### config.mk
export PLATFORM = sky130hd
export DESIGN_NAME = keypad_code_lock
export DESIGN_NICKNAME = d
export VERILOG_FILES = /design/src/rtl/keypad_code_lock.sv
export SDC_FILE = /design/constraint.sdc
export NUM_CORES = 1
export LEC_CHECK = 0
export ABC_AREA = 1
export CAP_MARGIN = 0
export CORE_UTILIZATION = 58
export CTS_CLUSTER_DIAMETER = 60
export DETAILED_ROUTE_END_ITERATION = 12
export PLACE_DENSITY = 0.8
export SETUP_SLACK_MARGIN = 0.3
export SYNTH_ARGS = -nofsm -noshare
export SYNTH_HDL_FRONTEND = slang
export SYNTH_SLANG_ARGS = --single-unit
### constraint.sdc
create_clock -name clock -period 2.73 [get_ports clock]
set_input_delay 0.273 -clock clock [delete_from_list [all_inputs] [get_ports clock]]
set_output_delay 0.273 -clock clock [all_outputs]
set_load 0.03 [all_outputs]
### src/rtl/keypad_code_lock.sv
// keypad_code_lock: 12-key code lock with timed open/lockout windows, two-pass code change, admin unlock.
// Latency: a key press is reflected on data/count_Wrong/state indicators right after the sampling edge.
// Backpressure: none; Key is sampled every cycle and a held key counts as a single press.
//
// Ports:
//   clock, reset      - rising-edge clock, asynchronous active-low reset
//   Key[11:0]         - one-hot keypad: [8:0] digits 1..9, [9] ENTER '#', [10] digit 0, [11] FUNC '*'
//   set_1             - admin unlock (level); returns to IDLE, clears attempts/entry/timers, keeps code
//   OPEN/LOCK         - open window / lockout window indicators
//   CHANGE/SET        - first pass / confirm pass of a new-code entry
//   SAVE_LIGHT        - new code stored; held until the next press, set_1 or reset
//   data              - BCD entry buffer, newest digit in the low nibble
//   count_Wrong       - consecutive wrong attempts
module keypad_code_lock #(
    parameter int                  DIGITS         = 4,
    parameter logic [4*DIGITS-1:0] DEFAULT_CODE   = 16'h1433,
    parameter int                  MAX_WRONG      = 3,
    parameter int                  OPEN_CYCLES    = 500,
    parameter int                  LOCKOUT_CYCLES = 1000
) (
    input  logic                clock,
    input  logic                reset,
    input  logic [11:0]         Key,
    input  logic                set_1,
    output logic                OPEN,
    output logic                LOCK,
    output logic                CHANGE,
    output logic                SET,
    output logic                SAVE_LIGHT,
    output logic [4*DIGITS-1:0] data,
    output logic [3:0]          count_Wrong
);

    localparam int W    = 4 * DIGITS;
    localparam int CW   = $clog2(DIGITS + 1);
    localparam int TMAX = (OPEN_CYCLES > LOCKOUT_CYCLES) ? OPEN_CYCLES : LOCKOUT_CYCLES;
    localparam int TW   = $clog2(TMAX + 1);

    localparam logic [CW-1:0] FULL      = CW'(DIGITS);
    localparam logic [TW-1:0] OPEN_LAST = TW'(OPEN_CYCLES - 1);
    localparam logic [TW-1:0] LOCK_LAST = TW'(LOCKOUT_CYCLES - 1);
    localparam logic [3:0]    WRONG_MAX = 4'(MAX_WRONG);

    typedef enum logic [2:0] {
        IDLE,
        OPEN_S,
        LOCKOUT,
        NEW1,
        NEW2
    } state_t;

    state_t        state, state_nxt;
    logic [11:0]   key_q;
    logic [W-1:0]  entry, entry_nxt;
    logic [W-1:0]  code, code_nxt;
    logic [W-1:0]  cand, cand_nxt;
    logic [CW-1:0] cnt, cnt_nxt;
    logic [3:0]    wrong, wrong_nxt;
    logic [TW-1:0] timer, timer_nxt;
    logic          save, save_nxt;

    logic          one_hot;
    logic          press;
    logic          is_enter;
    logic          is_func;
    logic          len_full;
    logic          full_match;
    logic          cand_match;
    logic [3:0]    digit;
    logic [3:0]    wrong_inc;
    logic [W-1:0]  entry_shift;

    // x & (x-1) clears the lowest set bit, so a non-zero result means multi-hot.
    assign one_hot    = (Key != 12'd0) && ((Key & (Key - 12'd1)) == 12'd0);
    assign press      = one_hot && (key_q == 12'd0);
    assign is_enter   = Key[9];
    assign is_func    = Key[11];
    assign len_full   = (cnt == FULL);
    assign full_match = len_full && (entry == code);
    assign cand_match = len_full && (entry == cand);
    assign wrong_inc  = wrong + 4'd1;
    // Shift form rather than a part-select so DIGITS=1 needs no special case.
    assign entry_shift = (entry << 4) | W'(digit);

    // Digit value of the pressed key; Key[10] ('0') falls through to the default.
    always_comb begin
        digit = 4'd0;
        for (int i = 0; i < 9; i++) begin
            if (Key[i]) begin
                digit = 4'(i + 1);
            end
        end
    end

    always_comb begin
        state_nxt = state;
        entry_nxt = entry;
        cnt_nxt   = cnt;
        wrong_nxt = wrong;
        timer_nxt = timer;
        code_nxt  = code;
        cand_nxt  = cand;
        save_nxt  = save & ~press;

        if (set_1) begin
            state_nxt = IDLE;
            wrong_nxt = 4'd0;
            timer_nxt = '0;
            save_nxt  = 1'b0;
            entry_nxt = '0;
            cnt_nxt   = '0;
        end else begin
            case (state)
                IDLE: begin
                    if (press) begin
                        if (is_enter || is_func) begin
                            if (full_match) begin
                                wrong_nxt = 4'd0;
                                state_nxt = is_enter ? OPEN_S : NEW1;
                            end else if (wrong_inc >= WRONG_MAX) begin
                                wrong_nxt = WRONG_MAX;
                                state_nxt = LOCKOUT;
                            end else begin
                                wrong_nxt = wrong_inc;
                            end
                        end else if (!len_full) begin
                            entry_nxt = entry_shift;
                            cnt_nxt   = cnt + CW'(1);
                        end
                    end
                end
                OPEN_S: begin
                    // Expiry is tested first so it wins over a coincident ENTER.
                    if (timer == OPEN_LAST || (press && is_enter)) begin
                        state_nxt = IDLE;
                    end else begin
                        timer_nxt = timer + TW'(1);
                    end
                end
                LOCKOUT: begin
                    if (timer == LOCK_LAST) begin
                        state_nxt = IDLE;
                        wrong_nxt = 4'd0;
                    end else begin
                        timer_nxt = timer + TW'(1);
                    end
                end
                NEW1: begin
                    if (press) begin
                        if (is_enter && len_full) begin
                            cand_nxt  = entry;
                            state_nxt = NEW2;
                        end else if (is_enter || is_func) begin
                            state_nxt = IDLE;
                        end else if (!len_full) begin
                            entry_nxt = entry_shift;
                            cnt_nxt   = cnt + CW'(1);
                        end
                    end
                end
                NEW2: begin
                    if (press) begin
                        if (is_enter && cand_match) begin
                            code_nxt = cand;
                            save_nxt = 1'b1;
                        end
                        // Aborts leave the attempt counter alone.
                        if (is_enter || is_func) begin
                            state_nxt = IDLE;
                        end else if (!len_full) begin
                            entry_nxt = entry_shift;
                            cnt_nxt   = cnt + CW'(1);
                        end
                    end
                end
                default: state_nxt = IDLE;
            endcase

            if (state_nxt != state || (press && (is_enter || is_func))) begin
                entry_nxt = '0;
                cnt_nxt   = '0;
            end
            if (state_nxt != state) begin
                timer_nxt = '0;
            end
        end
    end

    always_ff @(posedge clock or negedge reset) begin
        if (!reset) begin
            state <= IDLE;
            key_q <= 12'd0;
            entry <= '0;
            cnt   <= '0;
            wrong <= 4'd0;
            timer <= '0;
            code  <= DEFAULT_CODE;
            cand  <= '0;
            save  <= 1'b0;
        end else begin
            state <= state_nxt;
            key_q <= Key;
            entry <= entry_nxt;
            cnt   <= cnt_nxt;
            wrong <= wrong_nxt;
            timer <= timer_nxt;
            code  <= code_nxt;
            cand  <= cand_nxt;
            save  <= save_nxt;
        end
    end

    assign OPEN        = (state == OPEN_S);
    assign LOCK        = (state == LOCKOUT);
    assign CHANGE      = (state == NEW1);
    assign SET         = (state == NEW2);
    assign SAVE_LIGHT  = save;
    assign data        = entry;
    assign count_Wrong = wrong;

endmodule

==> After elaboration in Yosys (flattened, before gate mapping) <==
Index checks and enable logic that the tools add are counted.
{ "word_totals": {"regBits": 81, "output_inout_bits": 25} }
{ "classes": {"addsub": 4, "magnitude_cmp": 1, "eq_ne": 18, "n_mux": 55, "bitwise_logic": 5, "n_reduce_logical": 24} }
{ "op_table": {"columns": ["operator", "count"], "rows": [
  ["$mux W16", 7],
  ["$mux W3", 19],
  ["$mux W4", 12],
  ["$mux W10", 4],
  ["$eq A16 B16 Y1", 2],
  ["$pmux W16 S2", 1],
  ["$logic_not A12 Y1", 2],
  ["$pmux W10 S2", 1],
  ["$or A16 B4 Y16", 1],
  ["$reduce_and A4 Y1", 4],
  ["$pmux W3 S5", 1],
  ["$and A12 B12 Y12", 1],
  ["$ne A4 B3 Y1 const B", 3],
  ["$reduce_bool A12 Y1", 1],
  ["$sub A12 B1 Y12 const B", 1],
  ["$add A10 B1 Y10 const B", 1],
  ["$eq A10 B10 Y1 const B", 1],
  ["$eq A10 B9 Y1 const B", 1],
  ["$logic_and A1 B1 Y1", 8],
  ["$pmux W4 S2", 1],
  ["$reduce_bool A4 Y1", 2],
  ["$eq A3 B2 Y1 const B", 2],
  ["$eq A3 B3 Y1 const B", 2],
  ["$mux W2", 3],
  ["18 further kinds", 26]
]} }

==> Depth between registers and ports, before layout <==
Gate-level depths: netlist of run 1.
{ "depth": {"depth_word": 17, "mapped_depth": 19, "mapped_depth_nobuf": 18} }

==> Least setup slack after synthesis of run 1 <==
No wires, ideal clock.
{ "synth_path": {"path_kind": "reg-to-reg", "start": "register state[2]", "end": "register entry[7], in the netlist data[7]", "setup_time_ns": 0.068, "t_arrival_ns": 2.315, "required_time_ns": 2.662, "slack_ns": 0.347, "stages_incl_launch_ff": 11, "path_buffers": 2, "path_cell_list": "dfrtp_1 > buf_2 > nor3_1 > nand2_1 > a21boi_1 > nand3_1 > nand2_2 > nor2_4 > nand2_4 > buf_8 > nor2_4"} }
{ "synth_via": {"word_cells_on_any_way": 28, "classes_between": "eq/ne (8); mux (15); reduce/logical (5)"} }
{ "synth_lines": {"columns": ["item", "line_no", "source"], "rows": [
  ["start: declaration", "52", "state_t state, state_nxt;"],
  ["start signal: assignment", "201", "state <= state_nxt;"],
  ["$eq A3 B2 Y1 *", null, null],
  ["named net LOCK", "26", "output logic LOCK,"],
  ["$pmux W3 S5 *", "113", "case (state)"],
  ["$mux W3 *", "105", "if (set_1) begin"],
  ["$ne A3 B3 Y1 *", "179", "if (state_nxt != state || (press && (is_enter || is_func))) begin"],
  ["$logic_or A1 B1 Y1 *", "179", null],
  ["$ne A4 B3 Y1 (no line) (tied with other cells)", null, null],
  ["$reduce_and A4 Y1 (no line) or $mux W16 (tied branches)", null, null],
  ["end signal: assignment", "203", "entry <= entry_nxt;"],
  ["end: declaration", "54", "logic [W-1:0] entry, entry_nxt;"]
]} }
Mark *: on every way through the listed nets, which the timed path passes. The rest lies on a longest branch. The select of a mux whose other input is x is not followed.
A chain may end at the register's enable or synchronous reset.

==> Final worst setup path of run 1 <==
{ "layout_path": {"start": "input port Key[5]", "end": "register entry[3], in the netlist data[3]"} }
{ "layout_via": {"elab_chain_len": 14, "word_cells_on_any_way": 35, "classes_between": "add/sub (1); eq/ne (4); mux (18); bitwise (2); reduce/logical (10)"} }
{ "layout_rtl": {"columns": ["item", "line_no", "source"], "rows": [
  ["start: declaration", "23", "input logic [11:0] Key,"],
  ["$sub A12 B1 Y12", "74", "assign one_hot = (Key != 12'd0) && ((Key & (Key - 12'd1)) == 12'd0);"],
  ["$and A12 B12 Y12", "74", null],
  ["$logic_not A12 Y1", "74", null],
  ["$logic_and A1 B1 Y1", "74", null],
  ["$logic_and A1 B1 Y1", "75", "assign press = one_hot && (key_q == 12'd0);"],
  ["$logic_and A1 B1 Y1", "134", "if (timer == OPEN_LAST || (press && is_enter)) begin"],
  ["$logic_or A1 B1 Y1", "134", null],
  ["$mux W3", "134", null],
  ["$pmux W3 S5", "113", null],
  ["$mux W3", "105", null],
  ["$ne A3 B3 Y1", "179", null],
  ["$logic_or A1 B1 Y1", "179", null],
  ["$ne A4 B3 Y1 (no line) (tied with other cells)", null, null],
  ["$reduce_and A4 Y1 (no line) or $mux W16 (tied branches)", null, null]
]} }
Several ways; a longest one is shown, not always the timed one. The select of a mux whose other input is x is not followed.

==> results.sh, run 1 <==
export IMPL_area_growth_pct=20.79
export IMPL_grt_use_met2_pct=46.28
export IMPL_final_hold_viol_count=0
export IMPL_dr_pass1_iters=5
export IMPL_drive_gt1_share_pct=16.06
export IMPL_start_util_pct=59.75
export IMPL_final_setup_viol_count=0
export IMPL_ctsHtreeMaxLevel=3
export IMPL_post_route_cell_area_um2=5577
export IMPL_p_leak_nw=2.654
export IMPL_maxSlewHeadroom_pct=33.25
export IMPL_antenna_found_initial=0
export IMPL_nNetsFinal=669
export IMPL_wirelength_um=11020
export IMPL_status="complete, no violations"
export IMPL_ys_warn_count=0
export IMPL_skew_ns=0.01182
export IMPL_synth_distinct_cells=46
export IMPL_cts_buffers=9
export IMPL_drt_iter0_drc=188
export IMPL_syn_nets=608
export IMPL_cts_sinks=81
export IMPL_place_area_um2=5206
export IMPL_grtUsageMet3_pct=5.025
export IMPL_clock_root_buffer="clkbuf_8"
export IMPL_cp_data_arrival_time_ns=2.63
export IMPL_post_route_drc_count=0
export IMPL_fin_util_pct=72.17
export IMPL_irDropWorstVdd_uv=325.3
export IMPL_grt_remaining_overflow=0
export IMPL_dpl_hpwl_um=7873
export IMPL_gr_usage_met1_pct=33.98
export IMPL_synth_area_leaders="dfrtp_1 (41%), nand2_1 (9.8%), inv_1 (7.3%)"
export IMPL_rows=32
export IMPL_max_freq_ghz=0.4279
export IMPL_cts_tree="yes"
export IMPL_worstMarginPinSlew_ns=1.001
export IMPL_port_buffers=39
export IMPL_die_area_um2=8321
export IMPL_period_needed_ns=2.337
export IMPL_avgSynthCellArea_um2=7.852
export IMPL_boundaryPins=40
export IMPL_place_congestion=0.9087
export IMPL_die_x_um=91.22
export IMPL_grt_max_degree=82
export IMPL_critPathLaunchType="input pin"
export IMPL_clk_latency_ns=0.37
export IMPL_syn_area_um2=4617
export IMPL_synth_seq_cells=81
export IMPL_grt_usage_pct=27.55
export IMPL_vias=4146
export IMPL_grt_pass1_wl_um=18010
export IMPL_synth_area_leader_cell="dfrtp_1"
export IMPL_synth_top_cell_area_share_pct=40.65
export IMPL_gr_max_usage_layer="met2"
export IMPL_crit_fanout=8
export IMPL_required_ns=3.02
export IMPL_finalCritPeriodShare_pct=85.61
export IMPL_end_kind="register"
export IMPL_dp_cells=732
export IMPL_drv_cap=0
export IMPL_core_area_um2=7727
export IMPL_die_h_um=91.22
export IMPL_cts_path_max_buffers=2
export IMPL_cts_hold_buffers_added=0
export IMPL_grt_setup_unrepaired="yes"
export IMPL_hp_class="in -> async"
export IMPL_drv_slew=0
export IMPL_antenna_cells=0
export IMPL_postRouteAntennaNets=0
export IMPL_wl_per_cell_um=14.58
export IMPL_worstSetupPathType="in -> reg"
export IMPL_finalSetupTns_ns=0
export IMPL_layout_cells_non_filler=756
export IMPL_cts_clk_slew_worst_paths_ns=0.09
export IMPL_totalPowerFinal_mw=2.556
export IMPL_power_density_nw_per_um2=458.3
export IMPL_grt_pass1_vias=3932
export IMPL_syn_inst=588
export IMPL_via_per_inst=5.484
export IMPL_seq_area_frac_synth_pct=44.07
sequential cells by signal, indices dropped and copies added (netlist names), 3 cells and up:
register and flops:
count_Wrong 4, cand 16, state 3, code 16
key_q 12, timer 10, cnt 3, data 16
layer usage:
layer,part of all wire (%),vias to the layer above,wire length (um)
li1,-,1996,-
met1,42,1983,4621
met2,49,134,5354
met3,6.1,33,674
met4,3.4,0,373
met5,0,-,0
worst max-delay path, cell delays in order:
cell and delay, ns:
clkdlybuf4s50_1 0.50, nor2_1 0.17, nand3_2 0.14, o21ai_2 0.21, nand2_1 0.15, nor2_8 0.18
nand3_4 0.10, nand2_2 0.10, nand3_4 0.08, nand3_1 0.09, nand2_2 0.07, nor2_4 0.17
nand2_8 0.12, buf_12 0.16, nor2_1 0.09
through the flow:
stage / hold slack [ns] / worst slack, ns
floorplan: -0.02259 / 0.3467
global placement: 0.4671 / 0.05451
detailed placement: 0.4791 / -0.07247
CTS: 0.1042 / 0.3022
global route: 0.1380 / 0.2336
finish: 0.05037 / 0.3928
kinds of logic (layout without fill, tap and decap cells):
| family | after synthesis | in the layout | share of synthesized area, % |
|---|---|---|---|
| muxes | 9 | 9 | 2.195 |
| buffers and inverters | 103 | 169 | 8.780 |
| and+or+nand+nor | 293 | 293 | 30.38 |
| AOI/OAI and AO/OA | 79 | 79 | 9.810 |
| adders and majority gates | 5 | 5 | 1.355 |
| DFF | 81 | 81 | 44.07 |
| xor gates and xnor gates | 18 | 18 | 3.415 |
path summary, 6_finish.rpt:
path / end / cells past startpoint / startpoint / slack, ns
setup / recovery: data[3] / 15 / Key[5] / 0.39
max in group asynchronous: data[5] / 1 / reset / 1.94
setup reg to reg: code[5] / 9 / state[1] / 0.41
hold reg to reg: cand[9] / 2 / cand[9] / 0.50
min in group clock: key_q[4] / 1 / Key[4] / 0.14
hold / removal: key_q[0] / 1 / reset / 0.05
report_power, final:
group | internal, mW | leakage [nW] | switching (mW) | total [mW]
Combinational | 0.134 | 1.49 | 0.215 | 0.348
Clock | 0.516 | 0.104 | 0.448 | 0.964
Sequential | 1.22 | 1.06 | 0.0199 | 1.24
Total | 1.87 | 2.65 | 0.683 | 2.56
cell usage in the layout, fill, tap and decap left out, types with 6 or more instances in the layout:
master / instances
o22ai_1: 6
nand2_1: 119
inv_1: 88
dfrtp_1: 73
nor3_1: 10
nand3_1: 37
o21ai_0: 39
clkdlybuf4s50_1: 33
xor2_1: 13
a21oi_1: 15
nand2_2: 9
nor2_4: 14
nor2_1: 71
dfstp_2: 6
clkbuf_8: 9
mux2_2: 9
buf_4: 22
nor2_2: 8
layout make-up:
type                       count  area, um2
multi-input combinational    404       2260
clock buffer                  11      131.4
sequential                    81       2037
inverter                      91      341.6
timing repair buffer          62      598.1
tap                          102      127.6
clock inverter                 5      81.33
fill                         598       2151
cell usage after synthesis (all sizes together):
library cell / count
a21boi: 2
a21oi: 16
a221oi: 3
a22oi: 1
and2: 1
buf: 4
clkbuf: 8
dfrtp: 75
dfstp: 6
ha: 5
inv: 91
mux2: 9
nand2: 130
nand2b: 1
nand3: 44
nand3b: 1
nand4: 5
nor2: 94
nor3: 11
nor3b: 1
nor4: 3
nor4b: 1
o2111ai: 1
o211ai: 3
o21ai: 43
o21bai: 2
o22ai: 6
o31ai: 2
or2: 1
xnor2: 5
xor2: 13
what timing repair did:
item                                   4_1_cts  5_1_grt
gates resized for setup                      1       27
gates cloned                                 0        0
pin swaps                                    0        7
endpoints found under the hold margin        0        0
setup endpoints to repair                    4       58
buffers inserted                             1        7
No activity file was read; power rests on OpenSTA's default activity.
==> inputs of run 2 (changes only) <==
CORE_MARGIN = 10   (was default)
SLEW_MARGIN = 10   (was default)
==> run 2 against run 1 <==
Non-clock buffer count up 5. Clock skew down 0.0046 ns. Clock power up 9%. Register-to-register slack about the same. Global-route usage down 7.3 points. Sequential power about the same. Final cell count up 0.66%. Wire length up 5.9%. Via count unchanged. First-iteration DRC count up 72%. Worst hold slack worse by 0.014 ns. Total power up 4.0%.
==> results.sh, run 2 (synthesized netlist as in run 1, its figures left out) <==
export IMPL_status="complete, no violations"
export IMPL_hp_class="in -> async"
export IMPL_post_route_cell_area_um2=5659
export IMPL_antenna_cells=0
export IMPL_final_cell_mix="nand2_1 (119), inv_1 (87), dfrtp_1 (73), nor2_1 (68), o21ai_0 (39)"
export IMPL_wl_per_cell_um=15.34
export IMPL_dpl_worst_slack_ns=-0.1917
export IMPL_gr_max_usage_layer="met2"
export IMPL_cp_data_arrival_time_ns=2.08
export IMPL_ctsHtreeMaxLevel=3
export IMPL_critPathLaunchType="register"
export IMPL_reg2reg_depth=19
export IMPL_core_area_um2=7727
export IMPL_cp_num_buf_inv=2
export IMPL_start_util_pct=59.75
export IMPL_power_density_nw_per_um2=469.5
export IMPL_final_setup_viol_count=0
export IMPL_vias=4146
export IMPL_dr_pass1_iters=5
export IMPL_wirelength_um=11680
export IMPL_final_common_cell="nand2_1"
export IMPL_rrSetupSlack_ns=0.41
export IMPL_p_leak_nw=2.675
export IMPL_drv_cap=0
export IMPL_cts_clk_slew_worst_paths_ns=0.09
export IMPL_clock_root_buffer="clkbuf_8"
export IMPL_drt_iter0_drc=323
export IMPL_max_freq_ghz=0.4252
export IMPL_area_growth_pct=22.57
export IMPL_postLayoutSetupSlackWorst_ns=0.3780
export IMPL_grt_use_met2_pct=32.82
export IMPL_finalCritPeriodShare_pct=86.15
export IMPL_post_route_drc_count=0
export IMPL_worstMarginPinSlew_ns=0.9974
export IMPL_cts_hold_buffers_added=0
export IMPL_fillCellCount=563
export IMPL_required_ns=2.46
export IMPL_postRouteAntennaNets=0
export IMPL_grt_usage_pct=20.23
export IMPL_via_per_inst=5.448
export IMPL_die_area_um2=11930
export IMPL_slowest_stage="clkdlybuf4s50_1"
export IMPL_maxSlewHeadroom_pct=33.51
export IMPL_grt_pass1_vias=4023
export IMPL_grt_pass1_wl_um=19400
export IMPL_die_x_um=109.2
export IMPL_reg2reg_to="data[2]"
export IMPL_grt_remaining_overflow=0
export IMPL_drive_gt1_share_pct=17.91
export IMPL_dpl_hpwl_um=8370
export IMPL_grt_setup_unrepaired="yes"
export IMPL_path_delay_family="buffers and inverters"
export IMPL_drv_slew=0
export IMPL_cp_cell_sequence="inv_1 -> nor3_4 -> clkdlybuf4s50_1"
export IMPL_clk_latency_ns=0.37
export IMPL_die_h_um=109.2
export IMPL_place_area_um2=5271
export IMPL_reg2reg_from="cnt[0]"
export IMPL_place_congestion=0.9479
export IMPL_cts_sinks=81
export IMPL_worstSetupPathType="reg -> out"
export IMPL_boundaryPins=40
export IMPL_skew_ns=0.007245
export IMPL_final_hold_viol_count=0
export IMPL_irDropWorstVdd_uv=281.9
export IMPL_cts_tree="yes"
export IMPL_worst_path_largest_cell_delay_ns=0.75
export IMPL_nNetsFinal=674
export IMPL_crit_fanout=8
export IMPL_grtUsageMet3_pct=4.130
export IMPL_cts_path_max_buffers=2
export IMPL_cts_buffers=9
export IMPL_gr_usage_met1_pct=25.33
export IMPL_rows=32
export IMPL_port_buffers=39
export IMPL_period_needed_ns=2.352
export IMPL_grt_max_degree=82
export IMPL_antenna_found_initial=0
export IMPL_end_kind="output pin"
[run 2: report_power, final]
group	switching (mW)	internal [mW]
logic	0.221	0.144
clock network	0.445	0.604
registers	0.0194	1.22
[run 2: cell type report]
cell class	count	area, um2	area share [%]
tap	102	127.6	2.255
sequential	81	2037	35.99
inverter	91	341.6	6.036
clock inverter	6	107.6	1.901
timing repair buffer	67	650.6	11.50
clock buffer	10	127.6	2.255
multi-input combinational	404	2267	40.06
[run 2: worst register-to-register path, cell delays in order (launching register included)]
cell and delay [ns]:
dfrtp_1 0.41, inv_2 0.09, ha_4 0.15, nand2_4 0.06
inv_2 0.07, nand2_1 0.05, nor2_1 0.08, nand2_1 0.09
nor2_2 0.19, nand3_2 0.12, nand2_1 0.08, nand2_1 0.05
nand2_2 0.08, nand3_4 0.08, nand3_2 0.08, nand2_2 0.06
nor2_4 0.17, nand2_8 0.11, buf_12 0.16, nor2_1 0.09
[run 2: layer usage]
metal	share of wire, %	vias up
met2	48	168
li1	-	1998
met5	0	-
met4	3.1	0
met3	6.7	35
met1	42	1945
[run 2: worst max path at each step]
stage               end     start  cells after the start  slack [ns]
2_1_floorplan   data[7]  state[2]                     10        0.35
3_3_place_gp   data[15]    Key[3]                     17       -0.03
3_5_place_dp    data[0]    Key[3]                     17       -0.19
4_1_cts         data[0]    cnt[0]                     19        0.32
5_1_grt         data[5]    cnt[0]                     19        0.25
6_report         CHANGE  state[1]                      3        0.38
[run 2: stage by stage]
| step | setup TNS [ns] | util (%) | cells | hold slack, ns | power [mW] |
|---|---|---|---|---|---|
| 6_report | 0 | 73.24 | 761 | 0.03624 | 2.657 |
| 3_5_place_dp | -2.245 | 68.22 | 739 | 0.4800 | 1.586 |
| 2_1_floorplan | 0 | - | 588 | -0.02259 | 1.453 |
| 5_1_grt | 0 | 73.24 | 761 | 0.1495 | 2.751 |
| 4_1_cts | 0 | 71.52 | 756 | 0.1092 | 2.627 |
| 3_3_place_gp | -0.3918 | 68.22 | 739 | 0.4762 | 1.578 |
[run 2: timing repair]
action	4_1_cts	5_1_grt
setup buffers	1	5
gates cloned	0	0
setup endpoints to repair	21	54
resized for setup	4	30
pin swaps	2	5
